### src/rtl/gray_counter_ud.sv
// Parametrised up/down Gray-code counter with synchronous load, boundary flags and a wrap pulse.
// The binary count and its Gray image are registered on the same edge so they never disagree.
module gray_counter_ud #(
    parameter int WIDTH    = 3,
    parameter int SATURATE = 0,
    parameter int STICKY   = 1
) (
    input  logic             Clk,
    input  logic             Reset,
    input  logic             En,
    input  logic             Up,
    input  logic             Load,
    input  logic [WIDTH-1:0] LoadGray,
    input  logic             FlagClr,
    output logic [WIDTH-1:0] Output,
    output logic [WIDTH-1:0] Count,
    output logic             Overflow,
    output logic             Underflow,
    output logic             Wrap
);

    localparam logic [WIDTH-1:0] MAX_COUNT = {WIDTH{1'b1}};

    logic [WIDTH-1:0] count_q, count_d;
    logic [WIDTH-1:0] gray_q, gray_d;
    logic             overflow_q, overflow_d;
    logic             underflow_q, underflow_d;
    logic             wrap_q, wrap_d;
    logic [WIDTH-1:0] load_bin;
    logic             ovf_event, unf_event;

    // Gray-to-binary decode: each binary bit is the XOR of all Gray bits at or above it.
    assign load_bin[WIDTH-1] = LoadGray[WIDTH-1];
    generate
        for (genvar gi = WIDTH - 2; gi >= 0; gi--) begin : g_decode
            assign load_bin[gi] = load_bin[gi+1] ^ LoadGray[gi];
        end
    endgenerate

    always_comb begin
        count_d   = count_q;
        ovf_event = 1'b0;
        unf_event = 1'b0;
        if (Load) begin
            count_d = load_bin;
        end else if (En) begin
            if (Up) begin
                if (count_q == MAX_COUNT) begin
                    ovf_event = 1'b1;
                    count_d   = (SATURATE != 0) ? MAX_COUNT : '0;
                end else begin
                    count_d = count_q + WIDTH'(1);
                end
            end else begin
                if (count_q == '0) begin
                    unf_event = 1'b1;
                    count_d   = (SATURATE != 0) ? '0 : MAX_COUNT;
                end else begin
                    count_d = count_q - WIDTH'(1);
                end
            end
        end

        gray_d = count_d ^ (count_d >> 1);
        wrap_d = ovf_event | unf_event;

        // An event in the same cycle as FlagClr keeps its flag set.
        if (STICKY != 0) begin
            overflow_d  = ovf_event | (overflow_q  & ~FlagClr);
            underflow_d = unf_event | (underflow_q & ~FlagClr);
        end else begin
            overflow_d  = ovf_event;
            underflow_d = unf_event;
        end
    end

    always_ff @(posedge Clk) begin
        if (Reset) begin
            count_q     <= '0;
            gray_q      <= '0;
            overflow_q  <= 1'b0;
            underflow_q <= 1'b0;
            wrap_q      <= 1'b0;
        end else begin
            count_q     <= count_d;
            gray_q      <= gray_d;
            overflow_q  <= overflow_d;
            underflow_q <= underflow_d;
            wrap_q      <= wrap_d;
        end
    end

    assign Output    = gray_q;
    assign Count     = count_q;
    assign Overflow  = overflow_q;
    assign Underflow = underflow_q;
    assign Wrap      = wrap_q;

endmodule

### config.mk
export PLATFORM = sky130hd
export DESIGN_NAME = gray_counter_ud
export DESIGN_NICKNAME = d
export VERILOG_FILES = /design/src/rtl/gray_counter_ud.sv
export SDC_FILE = /design/constraint.sdc
export NUM_CORES = 1
export LEC_CHECK = 0
export CAP_MARGIN = 20
export CORE_AREA = 5 5 42 44
export DETAILED_ROUTE_END_ITERATION = 6
export DIE_AREA = 0 0 47 49
export PLACE_DENSITY = 0.67
export RECOVER_POWER = 25
export SETUP_SLACK_MARGIN = 0.3
export SLEW_MARGIN = 10
export SYNTH_ARGS = -nofsm -noshare
export SYNTH_HDL_FRONTEND = slang
export SYNTH_SLANG_ARGS = --single-unit
### constraint.sdc
create_clock -name Clk -period 2.2 [get_ports Clk]
set_input_delay 0.44 -clock Clk [delete_from_list [all_inputs] [get_ports Clk]]
set_output_delay 0.44 -clock Clk [all_outputs]
set_load 0.02 [all_outputs]
## Yosys cells after proc, flatten, opt, wreduce, memory -nomap -nowiden

Index checks and enable logic that the tools add are counted.

| operators by class | value |
|---|---|
| add/sub/neg operators | 2 |
| equal/unequal tests | 1 |
| muxes and demuxes | 13 |
| bitwise logic cells | 9 |
| reduce and logical (&&, ||, !) cells | 1 |

Operator list:

| operator | count |
|---|---|
| 3-bit two-way mux | 5 |
| 1-bit two-way mux | 8 |
| 3-bit by 1-bit adder with 3-bit output (second input constant) | 1 |
| 3-bit equality test (second input constant) | 1 |
| 3-bit zero test | 1 |
| 1-bit bitwise OR | 3 |
| 3-bit by 1-bit subtractor with 3-bit output (second input constant) | 1 |
| 3-bit by 2-bit XOR with 3-bit output | 1 |
| 1-bit bitwise AND | 2 |
| 1-bit XOR | 2 |
| 1-bit inverter | 1 |

| word-level totals | value |
|---|---|
| register bits | 9 |
| input port bits | 9 |
| output and inout port bits | 9 |
| word-level logic and storage cells | 31 |

## Longest topological paths before layout

| depth | value |
|---|---|
| word-level depth | 6 |
| mapped depth | 7 |
| gate-level depth less buffers | 7 |

## Worst setup path after synthesis

OpenSTA, ideal clock, no wires.

| timing path | value |
|---|---|
| path type | flip-flop to flip-flop |
| start point | register count_q[0], in the netlist Count[0] |
| end point | register gray_q[1], in the netlist Output[1] |
| library setup time | 124 ps |
| arrival | 1611 ps |
| data required time | 2076 ps |
| slack | 465 ps |
| stages on the path, launching flop included | 8 |
| clock period less this slack | 1735 ps |
| cell sequence | dfxtp_1 ha_1 ha_1 inv_1 a2111oi_1 a221oi_2 xnor2_1 nor2_1 |

| between the ends | value |
|---|---|
| longest elaborated chain between the ends | 6 |
| elaborated cells on any way between the ends | 10 |
| classes of those cells | 2 x add/sub; 1 x eq/ne; 5 x mux; 1 x bitwise; 1 x reduce/logical |

Ends and longest elaborated chain:

| element | line | text |
|---|---|---|
| start: declaration | 24 | `logic [WIDTH-1:0] count_q, count_d;` |
| start signal: assignment | 85 | `count_q <= count_d;` |
| 3-bit by 1-bit subtractor with 3-bit output (tied with other cells) | 59 | `count_d = count_q - WIDTH'(1);` |
| 3-bit two-way mux (on tied branches) | 55, 48 |  |
| 3-bit two-way mux (*) | 47 | `if (Up) begin` |
| 3-bit two-way mux (*) | 46 | `end else if (En) begin` |
| 3-bit two-way mux (*) | 44 | `if (Load) begin` |
| 3-bit by 2-bit XOR with 3-bit output (*) | 64 | `gray_d = count_d ^ (count_d >> 1);` |
| end signal: assignment | 86 | `gray_q <= gray_d;` |
| end: declaration | 25 | `logic [WIDTH-1:0] gray_q, gray_d;` |

Every way passes the cells marked *; elsewhere a longest branch is shown, timed or not.
A chain may end at the register's enable or synchronous reset.

## Worst setup path after layout

| timing path | value |
|---|---|
| start point | input port Load |
| end point | register gray_q[0], in the netlist Output[0] |

| between the ends | value |
|---|---|
| longest elaborated chain between the ends | 2 |

Ends and longest elaborated chain:

| element | line | text |
|---|---|---|
| start: declaration | 12 | `input logic Load,` |
| 3-bit two-way mux | 44 |  |
| 3-bit by 2-bit XOR with 3-bit output | 64 |  |

No other way between the ends.

==> impl_metrics.env <==
export IMPL_hold_violations=0
export IMPL_grt_pass1_vias=436
export IMPL_initial_core_util_pct=35.4
export IMPL_drive_above_1_share_pct=15.7
export IMPL_finalInstanceArea_sq_um=703
export IMPL_gp_congestion=0.725
export IMPL_cts_reportedPaths_clkPinSlew_ns=0.05
export IMPL_synth_warnings=0
export IMPL_startpoint_type="primary input"
export IMPL_grt_pass1_wl_mm=1.81
export IMPL_synth_seq_cells=8
export IMPL_async_flop_share_pct=0
export IMPL_io_buffer_count=17
export IMPL_synth_cell_types=27
export IMPL_dp_hpwl_um=823
export IMPL_ant_nets=0
export IMPL_crit_path_max_fanout=6
export IMPL_drc=0
export IMPL_maxSlewViolCount=0
export IMPL_max_slew_margin_pct=73.3
export IMPL_num_vias=427
export IMPL_cts_hold_buf=0
export IMPL_rsz0062_at_grt="no"
export IMPL_fin_tns_setup_ns=0
export IMPL_clk_latency_ns=0.26
export IMPL_dr_pass1_iters=4
export IMPL_h_tree_depth=1
export IMPL_dieArea_sq_um=2300
export IMPL_synth_top_area_cell="dfxtp_1"
export IMPL_p_int_uw=288
export IMPL_cpPeakStageDelay_ns=0.55
export IMPL_critical_path_class="in -> reg"
export IMPL_cts_sinks=8
export IMPL_p_clk_share_pct=27.8
export IMPL_synth_fp_nets=64
export IMPL_diodes=0
export IMPL_cts_tree="yes"
export IMPL_grtUsageTotal_pct=11.4
export IMPL_syn_to_final_growth_pct=41.9
export IMPL_synthesis_area_sq_um=495
export IMPL_skew_ns=0.00683
export IMPL_synth_edf_count=0
export IMPL_nets=85
export IMPL_grt_max_degree=9
export IMPL_combinationalPowerShare_pct=32.3
export IMPL_p_sw_uw=131
export IMPL_worstPathRequired_ns=2.33
export IMPL_power_density_nw_per_um2=597
export IMPL_max_freq_mhz=545
export IMPL_timing_hold_ws_ns=0.503
export IMPL_synthCells=51
export IMPL_cp_arrival_ns=1.97
export IMPL_clk_path_buf_depth=2
export IMPL_pwr_share_seq_pct=39.9
export IMPL_period_share_pct=83.4
export IMPL_hp_class="reg -> reg"
export IMPL_avgSynthCellArea_sq_um=9.72
export IMPL_rows=14
export IMPL_setup_viol=0
export IMPL_chipHeight_um=49
export IMPL_root_buffer="clkbuf_4"
export IMPL_grt_antenna_before_repair=0
export IMPL_cp_common_cell="nor2_1"
export IMPL_overflow=0
export IMPL_placed_area_sq_um=678
export IMPL_dp_cells=83
export IMPL_die_x_um=47
export IMPL_dp_worst_setup_slack_ns=0.111
export IMPL_drt_total_wl_mm=1.09
export IMPL_final_common_cell="clkdlybuf4s50_1"
export IMPL_numCtsBuffers=3
export IMPL_tightest_slew_ns=0.400
export IMPL_first_iter_violations=4
export IMPL_viasPerCell=4.97
export IMPL_status="complete, no violations"
export IMPL_drt_wirelength_per_cell_um=12.7
export IMPL_critPathCaptureType="flip-flop"
export IMPL_synth_ff_type="dfxtp_1"
export IMPL_crit_path_top_delay_cell="dlygate4sd3_1"
export IMPL_drv_cap=0
export IMPL_synth_top_area_share_pct=32.3
export IMPL_fin_ws_ns=0.364
export IMPL_path_buf_inv=2
export IMPL_fin_crit_ns=1.84
export IMPL_fp_coreArea_sq_um=1400
export IMPL_num_io_pins=18
export IMPL_cp_top_family="buffers and inverters"
export IMPL_ir_drop_mv=0.308
export IMPL_power_leakage_uw=0.000285
export IMPL_final_cell_mix="15 x clkdlybuf4s50_1, 8 x nor2_1, 7 x dfxtp_1"
export IMPL_final_cells=86
export IMPL_sw_frac_of_total_pct=31.3
export IMPL_yosysSeqAreaShare_pct=32.3
export IMPL_path_cells="dlygate4sd3_1 > clkbuf_1 > nor2_1 > a221oi_2 > xor2_1 > nor2_1"
export IMPL_synthTopCellsByArea="dfxtp_1 32%, ha_1 10%, a221oi_2 6.1%"
[cell families after synthesis]
family	count (synthesis)	synth area share, %
buf+inv	7	7.57
compound gates	11	20.2
fa+ha+maj	4	10.1
flops	8	32.3
simple gates	17	22.7
xor+xnor	4	7.07
[cell type report]
type / instances / area (sq um)
clock buffer: 3 / 22.5
fill: 140 / 698
inverter: 4 / 15.0
multi-input combinational: 36 / 303
sequential: 8 / 161
tap: 16 / 20.0
timing repair buffer: 19 / 181
[Yosys cell counts (2+ instances only)]
master / n
xor2_1: 3
dfxtp_1: 8
nor2_1: 8
a221oi_2: 2
ha_1: 4
inv_1: 4
nor2b_1: 2
[power groups by stage]
stage          Combinational, uW  Clock [uW]  Sequential (uW)
2_1_floorplan               68.6           0              183
3_3_place_gp                 135           0              170
3_5_place_dp                 135           0              170
4_1_cts                      136         120              167
5_1_grt                      148         129              170
6_report                     135         117              167
[through the flow]
stage	utilization, %	total power (uW)
6_report	50.2	419
5_1_grt	50.2	447
4_1_cts	50.0	424
3_5_place_dp	48.4	305
3_3_place_gp	48.4	306
2_1_floorplan	-	252
[final timing paths]
check	start	end	slack [ns]	depth (start not counted)
max reg2reg	Count[0]	Output[1]	0.43	7
min reg2reg	Overflow	Overflow	0.50	2
min	Overflow	Overflow	0.50	2
max	Load	Output[0]	0.36	6
[worst reg2reg max path, delay by kind of cell (launching register included)]
| family | cells | cell delay (ns) |
|---|---|---|
| compound gates | 2 | 0.54 |
| simple gates | 1 | 0.05 |
| flops | 1 | 0.36 |
| fa+ha+maj | 2 | 0.49 |
| xor+xnor | 1 | 0.18 |
| buf+inv | 1 | 0.05 |
[layer usage]
metal | vias to the layer above | share of wire [%] | wire [um] | track usage [%]
met2 | 10 | 46 | 500 | 15.2
met1 | 196 | 48 | 523 | 14.1
met3 | 2 | 4.5 | 49 | 4.43
met5 | - | 0 | 0 | 0
li1 | 219 | - | - | -
met4 | 0 | 1.3 | 14 | 8.29
[flip-flops by register name, indices dropped and copies added (netlist names)]
name,count
Overflow,1
Count,3
Underflow,1
Output,2
Wrap,1
[what timing repair did]
action                                  4_1_cts  5_1_grt
setup buffers                                 0        0
gates resized for setup                       0        2
endpoints found under the setup margin        0        3
Power figures use the tool's default switching activity.
